`config.mk`:
```
export PLATFORM = sky130hd
export DESIGN_NAME = operand_loader
export DESIGN_NICKNAME = d
export VERILOG_FILES = /design/src/rtl/operand_loader_pkg.sv /design/src/rtl/btn_debounce.sv /design/src/rtl/operand_loader.sv
export SDC_FILE = /design/constraint.sdc
export NUM_CORES = 1
export LEC_CHECK = 0
export BUFFER_PORTS_ARGS = -buffer_cell sky130_fd_sc_hd__buf_2
export CORE_ASPECT_RATIO = 0.5
export CORE_MARGIN = 2
export CORE_UTILIZATION = 61
export CTS_CLUSTER_DIAMETER = 30
export CTS_CLUSTER_SIZE = 30
export DETAILED_ROUTE_END_ITERATION = 10
export PLACE_DENSITY = 0.79
export SETUP_SLACK_MARGIN = 0.3
export SKIP_LAST_GASP = 1
export SLEW_MARGIN = 15
export SYNTH_ARGS = -nofsm -noshare
export SYNTH_HDL_FRONTEND = slang
export SYNTH_SLANG_ARGS = --single-unit
```
`constraint.sdc`:
```
create_clock -name clk -period 2.25 [get_ports clk]
set_clock_uncertainty 0.1 [all_clocks]
set_input_delay 0.3375 -clock clk [delete_from_list [all_inputs] [get_ports clk]]
set_output_delay 0.3375 -clock clk [all_outputs]
set_load 0.05 [all_outputs]
```
`src/rtl/operand_loader_pkg.sv`:
```
// Shared types and defaults for operand_loader and its button debouncers.
// Debouncer states use the fixed 2-bit encoding expected by the display-side tools.
package operand_loader_pkg;

  localparam int unsigned OP_W                    = 4;
  localparam int unsigned DEFAULT_DEBOUNCE_CYCLES = 250000;
  localparam int unsigned DEFAULT_CNT_W           = 18;

  typedef enum logic [1:0] {
    StIdle      = 2'd0,
    StArming    = 2'd1,
    StHeld      = 2'd2,
    StReleasing = 2'd3
  } deb_state_e;

endpackage

```
`src/rtl/btn_debounce.sv`:
```
// Two-flop synchroniser plus debounce FSM for one active-high pushbutton.
// press pulses once per accepted press; held is high while the press is being held.
module btn_debounce
  import operand_loader_pkg::*;
#(
  parameter int unsigned DEBOUNCE_CYCLES = DEFAULT_DEBOUNCE_CYCLES,
  parameter int unsigned CNT_W           = DEFAULT_CNT_W
) (
  input  logic clk,
  input  logic rst,
  input  logic btn,
  output logic press,
  output logic held
);

  localparam logic [CNT_W-1:0] CntMax = CNT_W'(DEBOUNCE_CYCLES - 1);

  logic             meta_q, sync_q;
  deb_state_e       state_q, state_d;
  logic [CNT_W-1:0] cnt_q, cnt_d;

  always_ff @(posedge clk or negedge rst) begin
    if (!rst) begin
      meta_q  <= 1'b0;
      sync_q  <= 1'b0;
      state_q <= StIdle;
      cnt_q   <= '0;
    end else begin
      meta_q  <= btn;
      sync_q  <= meta_q;
      state_q <= state_d;
      cnt_q   <= cnt_d;
    end
  end

  always_comb begin
    state_d = state_q;
    cnt_d   = cnt_q;
    press   = 1'b0;
    unique case (state_q)
      StIdle: begin
        if (sync_q) begin
          state_d = StArming;
          cnt_d   = '0;
        end
      end
      StArming: begin
        if (!sync_q) begin
          state_d = StIdle;
        end else if (cnt_q == CntMax) begin
          state_d = StHeld;
          press   = 1'b1;
        end else begin
          cnt_d = cnt_q + CNT_W'(1);
        end
      end
      StHeld: begin
        if (!sync_q) begin
          state_d = StReleasing;
          cnt_d   = '0;
        end
      end
      StReleasing: begin
        // A bounce during release returns to HELD so no second press is produced.
        if (sync_q) begin
          state_d = StHeld;
        end else if (cnt_q == CntMax) begin
          state_d = StIdle;
        end else begin
          cnt_d = cnt_q + CNT_W'(1);
        end
      end
      default: state_d = StIdle;
    endcase
  end

  assign held = (state_q == StHeld);

endmodule

```
`src/rtl/operand_loader.sv`:
```
// Turns switches and three debounced buttons into registered operands A/B with an update strobe.
// Optional auto-repeat on long holds: define OPERAND_LOADER_AUTOREPEAT_EN.
module operand_loader
  import operand_loader_pkg::*;
#(
  parameter int unsigned DEBOUNCE_CYCLES = DEFAULT_DEBOUNCE_CYCLES,
  parameter int unsigned CNT_W           = DEFAULT_CNT_W
`ifdef OPERAND_LOADER_AUTOREPEAT_EN
  ,
  parameter int unsigned HOLD_CYCLES     = 25000000,
  parameter int unsigned REPEAT_CYCLES   = 5000000
`endif
) (
  input  logic            clk,
  input  logic            rst,
  input  logic [OP_W-1:0] sw,
  input  logic            btn_a,
  input  logic            btn_b,
  input  logic            btn_clr,
  output logic [OP_W-1:0] A,
  output logic [OP_W-1:0] B,
  output logic            a_valid,
  output logic            b_valid,
  output logic            upd
);

  logic [OP_W-1:0] sw_meta_q, sw_sync_q;
  logic            press_a, press_b, press_clr;
  logic            held_a, held_b, held_clr;
  logic [OP_W-1:0] a_q, a_d, b_q, b_d;
  logic            a_valid_q, a_valid_d, b_valid_q, b_valid_d;
  logic            chg_q, upd_q;
  logic [1:0]      rep_fire;

  btn_debounce #(.DEBOUNCE_CYCLES(DEBOUNCE_CYCLES), .CNT_W(CNT_W)) u_deb_a (
    .clk  (clk),
    .rst  (rst),
    .btn  (btn_a),
    .press(press_a),
    .held (held_a)
  );

  btn_debounce #(.DEBOUNCE_CYCLES(DEBOUNCE_CYCLES), .CNT_W(CNT_W)) u_deb_b (
    .clk  (clk),
    .rst  (rst),
    .btn  (btn_b),
    .press(press_b),
    .held (held_b)
  );

  btn_debounce #(.DEBOUNCE_CYCLES(DEBOUNCE_CYCLES), .CNT_W(CNT_W)) u_deb_clr (
    .clk  (clk),
    .rst  (rst),
    .btn  (btn_clr),
    .press(press_clr),
    .held (held_clr)
  );

`ifdef OPERAND_LOADER_AUTOREPEAT_EN
  localparam int unsigned HoldW = $clog2(HOLD_CYCLES + 1);
  localparam int unsigned RepW  = $clog2(REPEAT_CYCLES + 1);
  localparam logic [HoldW-1:0] HoldMax = HoldW'(HOLD_CYCLES);
  localparam logic [RepW-1:0]  RepMax  = RepW'(REPEAT_CYCLES - 1);

  logic [1:0]            held_v, kill_q, kill_d;
  logic [1:0][HoldW-1:0] hold_cnt_q, hold_cnt_d;
  logic [1:0][RepW-1:0]  rep_cnt_q, rep_cnt_d;
  logic                  unused_held;

  assign held_v      = {held_b, held_a};
  assign unused_held = held_clr;

  // kill latches a clear seen mid-hold so repeats stay off until the button is let go.
  always_comb begin
    hold_cnt_d = hold_cnt_q;
    rep_cnt_d  = rep_cnt_q;
    kill_d     = kill_q;
    rep_fire   = 2'b00;
    for (int i = 0; i < 2; i++) begin
      if (!held_v[i]) begin
        hold_cnt_d[i] = '0;
        rep_cnt_d[i]  = '0;
        kill_d[i]     = 1'b0;
      end else if (press_clr || kill_q[i]) begin
        hold_cnt_d[i] = '0;
        rep_cnt_d[i]  = '0;
        kill_d[i]     = 1'b1;
      end else if (hold_cnt_q[i] != HoldMax) begin
        hold_cnt_d[i] = hold_cnt_q[i] + HoldW'(1);
      end else if (rep_cnt_q[i] == RepMax) begin
        rep_cnt_d[i] = '0;
        rep_fire[i]  = 1'b1;
      end else begin
        rep_cnt_d[i] = rep_cnt_q[i] + RepW'(1);
      end
    end
  end

  always_ff @(posedge clk or negedge rst) begin
    if (!rst) begin
      hold_cnt_q <= '0;
      rep_cnt_q  <= '0;
      kill_q     <= '0;
    end else begin
      hold_cnt_q <= hold_cnt_d;
      rep_cnt_q  <= rep_cnt_d;
      kill_q     <= kill_d;
    end
  end
`else
  logic unused_held;
  assign unused_held = ^{held_a, held_b, held_clr};
  assign rep_fire    = 2'b00;
`endif

  always_comb begin
    a_d       = a_q;
    b_d       = b_q;
    a_valid_d = a_valid_q;
    b_valid_d = b_valid_q;
    if (press_clr) begin
      a_d       = '0;
      b_d       = '0;
      a_valid_d = 1'b0;
      b_valid_d = 1'b0;
    end else begin
      if (press_a) begin
        a_d       = sw_sync_q;
        a_valid_d = 1'b1;
      end
      if (press_b) begin
        b_d       = sw_sync_q;
        b_valid_d = 1'b1;
      end
      if (rep_fire[0]) a_d = a_q + OP_W'(1);
      if (rep_fire[1]) b_d = b_q + OP_W'(1);
    end
  end

  always_ff @(posedge clk or negedge rst) begin
    if (!rst) begin
      sw_meta_q <= '0;
      sw_sync_q <= '0;
      a_q       <= '0;
      b_q       <= '0;
      a_valid_q <= 1'b0;
      b_valid_q <= 1'b0;
      chg_q     <= 1'b0;
      upd_q     <= 1'b0;
    end else begin
      sw_meta_q <= sw;
      sw_sync_q <= sw_meta_q;
      a_q       <= a_d;
      b_q       <= b_d;
      a_valid_q <= a_valid_d;
      b_valid_q <= b_valid_d;
      // Strobe trails the register write by one cycle; unchanged rewrites stay silent.
      chg_q     <= (a_d != a_q) || (b_d != b_q) || (a_valid_d != a_valid_q) ||
                   (b_valid_d != b_valid_q);
      upd_q     <= chg_q;
    end
  end

  assign A       = a_q;
  assign B       = b_q;
  assign a_valid = a_valid_q;
  assign b_valid = b_valid_q;
  assign upd     = upd_q;

endmodule

```
==> impl_metrics.ini, run 1 <==
[run_status]
run_status = finished, final reports clean

[final_layout]
final_util = 0.802
drive_gt1_frac = 0.254
final_cell_mix = dfrtp_1 (80), nor2_1 (53), nand2_1 (31), buf_4 (30), nand3_1 (20)
diodes = 0
syn2layout_area_growth_pct = 25.1
layout.nets = 503
layout_commonest_cell = dfrtp_1

[worst_setup_path]
arrival_ps = 2200
rrSetupSlack_ps = 190
path_depth = 8
crit_required_ps = 2390
end_kind = flip-flop
rr_startpoint = u_deb_a.cnt_q[0]
startpoint_type = flip-flop
r2r.worst_path.cells = 8
cpMaxStageDelayCell = dfrtp_1
path_delay_family = simple AND/OR/NAND/NOR gates
crit_chain = ha_4 -> and3_4 -> and4b_2 -> a21oi_2 -> buf_6 -> buf_4 -> nand2_1 -> o21ai_0
cp_max_fo = 7
r2r_end = u_deb_a.cnt_q[2]
critPathLaunch = u_deb_a.cnt_q[0]
path_class = flip-flop to flip-flop
cp.buffers_inverters = 2
endpoint = u_deb_a.cnt_q[2]
cpPeakStageDelay_ps = 410

[timing]
setup_tns_ps = 0
tightest_slew_ps = 684
fmax_mhz = 485
setup_viol = 0
period_needed_ps = 2060
setup_slack_ps = 189
rsz0062_at_grt = yes
finalHoldViolations = 0
slew_headroom = 0.542
period_share = 0.916
drv_slew = 0

[global_route]
grtUsageMet1 = 0.353
met2_usage = 0.448
grt_first_pass_wirelength_mm = 16.6
grt_overflow = 0
grt_pass1_vias = 3466
met3_usage = 0.0732
grtUsageTotal = 0.270
gr-max-usage-layer = met2
antenna_found_initial = 0
grt_max_degree = 41

[floorplanning]
initial_core_util = 0.641
die_width_microns = 124
row_count = 21
die_h_microns = 63.8
ioPinCount = 20
die-area_sq_um = 7890
fp.coreArea_sq_um = 6810

[pwr]
share_seq_of_total_power = 0.444
p_leak_uw = 0.00236
power.share.clock = 0.495
p_per_area_nw_per_um2 = 668
p_switching_uw = 772
swShare = 0.212
peakVddDrop_v = 0.000621
intPower_uw = 2870
pwr-share-comb = 0.061

[clock_tree]
cts_buffer_depth = 2
clock_latency_ps = 350
cts_max_level = 3
numCtsBuffers = 9
clock-sinks = 86
cts_root_buf = clkbuf_16
cts_tree = yes
clk_pin_slew_ps = 60

[synthesis]
synth_cell_type_count = 61
synth_area_leader_cell = dfrtp_1
synth_ff_type = dfrtp_1
syn_area_sq_um = 4360
synth.top_cell.area_share = 0.493
async_flop_share = 1.00
synth.avg_cell_area_sq_um = 10.1
ys_seq_area_frac = 0.493
synth-edff-count = 0
yosys_warnings = 0
synth_fp_nets = 442
yosys-top-cells-area = dfrtp_1 (49%), nor2_1 (4.6%), xnor2_1 (4.0%), xor2_1 (3.0%), nand2_1 (2.8%)
synth-seq-cells = 86
syn_inst = 430

[routing]
viasPerCell = 6.35
wl_mm = 11.1
drc_errors = 0
routedWlPerCell_microns = 18.9
drt_first_pass_iters = 5
num_vias = 3734
ant_nets = 0
first_iter_violations = 357

[job]
drv_cap = 0

[place]
gp_congestion = 0.920
place_hpwl_mm = 6.26
dp_slack_ps = 145
portBuffers = 19

[worst_hold_path]
hold_class = input port to flip-flop
-- cell usage after synthesis (all sizes together) (2+ instances only) --
cell	number
dfrtp	86
nor2	53
nand2	33
nand3	22
nor3	20
xnor2	20
a21oi	18
o21ai	18
xor2	16
nand4	15
inv	14
and3	13
buf	10
or3	7
a22o	6
mux2i	6
nand2b	6
nor4	6
nor4b	6
a211oi	5
and4	5
mux2	5
nand3b	5
a21o	4
o31ai	4
ha	3
nor3b	3
or4	3
a2111oi	2
a222oi	2
and3b	2
or4b	2
-- metrics by stage --
step	hold slack (ps)	instance area (sq um)	instances	total power, uW
final	10.2	5460	588	3650
after global routing	3.89	5460	588	3770
after CTS	5.44	5190	574	3620
after detailed placement	236	4580	539	1790
after global placement	233	4580	539	1780
after floorplan	-58.1	4370	430	1720
-- worst min path at each step --
stage,from,end,cells after the start
finish,sw[1],sw_meta_q[1],1
global route,sw[1],sw_meta_q[1],1
CTS,sw[1],sw_meta_q[1],1
detailed placement,u_deb_clr.meta_q,u_deb_clr.sync_q,0
global placement,u_deb_b.meta_q,u_deb_b.sync_q,0
floorplan,rst,A[0],0
-- power by group through the flow --
stage          clock network, uW  registers, uW  logic, uW
2_1_floorplan                  0           1640       83.8
3_5_place_dp                   0           1650        147
5_1_grt                     1900           1620        245
6_report                    1810           1620        221
3_3_place_gp                   0           1640        138
4_1_cts                     1820           1610        191
-- sequential cells by signal, summed over array words and instances, names as in the netlist, 4 cells and up, named ones only --
name	cells
B	4
sw_meta_q	4
u_deb_clr.cnt_q	18
A	4
u_deb_a.cnt_q	18
sw_sync_q	4
u_deb_b.cnt_q	18
-- cell type report --
type / instances / area, sq um
clock inverter: 6 / 134
tap: 92 / 115
multi-input combinational: 321 / 2320
sequential: 86 / 2160
inverter: 14 / 52.6
clock buffer: 10 / 229
timing repair buffer: 59 / 449
fill: 397 / 1350
-- what timing repair did --
item,CTS,global route
buffers inserted,11,13
cloned,2,1
pin swaps,3,16
hold endpoints to repair,43,0
hold buffers,6,0
resized for setup,18,34
setup endpoints to repair,26,52
-- metal layers --
metal  up-vias  part of all wire
met5         -                 0
met4         0             0.020
met3        35             0.054
met2       150              0.52
met1      1875              0.41
li1       1674                 -
-- logic make-up (layout without fill, tap and decap cells) --
| family | Yosys count | count (layout) | synth area share |
|---|---|---|---|
| xor gates and xnor gates | 36 | 36 | 0.0740 |
| AOI/OAI and AO/OA | 64 | 66 | 0.0958 |
| buffers and inverters | 25 | 89 | 0.0307 |
| DFF | 86 | 86 | 0.493 |
| and+or+nand+nor | 205 | 205 | 0.270 |
| adders and majority gates | 3 | 3 | 0.00860 |
| muxes | 11 | 11 | 0.0275 |
No activity file was read; power rests on OpenSTA's default activity.
==> inputs of run 2 (changes only) <==
- CORE_UTILIZATION: 61 -> 62
- PLACE_DENSITY: 0.79 -> 0.8
- SYNTH_HIERARCHICAL: unset -> 1
==> impl_metrics.ini, run 2 <==
[run_status]
run_status = finished with violations
failed_checks = setup timing

[synthesis]
syn_inst = 466
syn_area_sq_um = 4600
yosys_warnings = 6
synth.avg_cell_area_sq_um = 9.86
synth_fp_nets = 478

[worst_hold_path]
whs_endpoint = u_deb_clr/sync_q
min_from = u_deb_clr/meta_q
holdPathStages = 0
hold_class = flip-flop to flip-flop

[global_route]
gr-max-usage-layer = met2
antenna_found_initial = 0
grt_overflow = 0
grt_max_degree = 49
grt_pass1_vias = 4136
met2_usage = 0.515
grt_first_pass_wirelength_mm = 19.7
grtUsageTotal = 0.307
grtUsageMet1 = 0.380
met3_usage = 0.0784

[job]
drv_cap = 0

[clock_tree]
cts_tree = yes
numCtsBuffers = 9
clock_latency_ps = 350
cts_root_buf = clkbuf_16
clk_pin_slew_ps = 70
cts_buffer_depth = 2
cts_max_level = 3
clock-sinks = 86

[floorplanning]
row_count = 22
die-area_sq_um = 8160
die_h_microns = 64.9
initial_core_util = 0.632
ioPinCount = 20
die_width_microns = 126
fp.coreArea_sq_um = 7270

[routing]
viasPerCell = 6.96
ant_nets = 0
first_iter_violations = 682
drc_errors = 0
num_vias = 4758
routedWlPerCell_microns = 22.9
wl_mm = 15.7
drt_first_pass_iters = 6

[place]
place_hpwl_mm = 7.31
dp_slack_ps = -100
portBuffers = 19
gp_congestion = 0.898

[final_layout]
final_cell_mix = dfrtp_1 (83), buf_4 (71), nand2_1 (52), nor2_1 (34), nand3_1 (24)
n_fill_cell = 304
syn2layout_area_growth_pct = 39.8
drive_gt1_frac = 0.405
layout_commonest_cell = dfrtp_1
layout.nets = 595
diodes = 0
top_regs = u_deb_a/cnt_q (18), u_deb_b/cnt_q (18), u_deb_clr/cnt_q (18)

[timing]
tightest_slew_ps = 672
drv_slew = 0
setup_slack_ps = -118
setup_viol = 5
fmax_mhz = 422
period_needed_ps = 2370
slew_headroom = 0.552
setup_tns_ps = -288
finalHoldViolations = 0
rsz0062_at_grt = yes
period_share = 1.05

[pwr]
p_leak_uw = 0.00278
peakVddDrop_v = 0.000482
p_per_area_nw_per_um2 = 568

[worst_setup_path]
path_depth = 8
r2r_end = B[1]
path_delay_family = simple AND/OR/NAND/NOR gates
cpMaxStageDelayCell = or4_4
rr_startpoint = u_deb_b/cnt_q[6]
cp_max_fo = 6
path_class = flip-flop to flip-flop
cpPeakStageDelay_ps = 560
rrSetupSlack_ps = -120
crit_top_cell = buf_4
cp.buffers_inverters = 2
end_kind = flip-flop
crit_required_ps = 2380
arrival_ps = 2490
r2r.worst_path.cells = 8
startpoint_type = flip-flop
crit_chain = or4_4 -> nor3_4 -> nand3_2 -> nor3b_2 -> buf_4 -> buf_4 -> mux2i_1 -> nor2_1
-- run 2: power breakdown --
part           leakage, uW  internal [uW]  switching, uW
clock network     0.000138            862            663
registers          0.00115           1610            100
logic              0.00149            170            238
total              0.00278           2640           1000
-- run 2: area by class of cell --
| cell class | instances | area [sq um] | share of cell area |
|---|---|---|---|
| multi-input combinational | 356 | 2830 | 0.441 |
| sequential | 86 | 2160 | 0.336 |
| timing repair buffer | 117 | 941 | 0.146 |
| clock buffer | 9 | 225 | 0.0351 |
| tap | 96 | 120 | 0.0187 |
| clock inverter | 7 | 75.1 | 0.0117 |
| inverter | 12 | 67.6 | 0.0105 |
| timing repair inverter | 1 | 8.76 | 0.00136 |
-- run 2: worst max-delay path by stage --
stage	start	to	slack, ps
CTS	u_deb_b/cnt_q[6]	chg_q	100
floorplan	u_deb_clr/cnt_q[13]	chg_q	30
global route	u_deb_b/cnt_q[1]	B[1]	-200
detailed placement	u_deb_clr/cnt_q[4]	chg_q	-100
finish	u_deb_b/cnt_q[6]	B[1]	-120
global placement	u_deb_clr/cnt_q[10]	chg_q	40
-- run 2: repair_timing --
action | in CTS | in global routing
buffers inserted | 20 | 14
endpoints found under the hold margin | 51 | 1
cloned | 1 | 2
gates resized for setup | 37 | 88
hold buffers | 7 | 1
setup endpoints to repair | 52 | 60
pin swaps | 23 | 27
-- run 2: layer usage --
metal  up-vias  share of wire  routed length [microns]
li1       1964              -                        -
met1      2302           0.36                     5670
met2       380           0.49                     7650
met3       112          0.092                     1440
met4         0          0.058                      901
met5         -              0                        0
-- run 2: through the flow --
stage	utilization	total power [uW]	std cells	hold slack (ps)	instance area, sq um
2_1_floorplan	-	1860	466	-58.1	4600
3_3_place_gp	0.709	1980	623	231	5150
3_5_place_dp	0.709	1990	623	236	5150
4_1_cts	0.807	3520	667	1.54	5860
5_1_grt	0.884	3740	684	260	6420
6_report	0.884	3650	684	253	6420
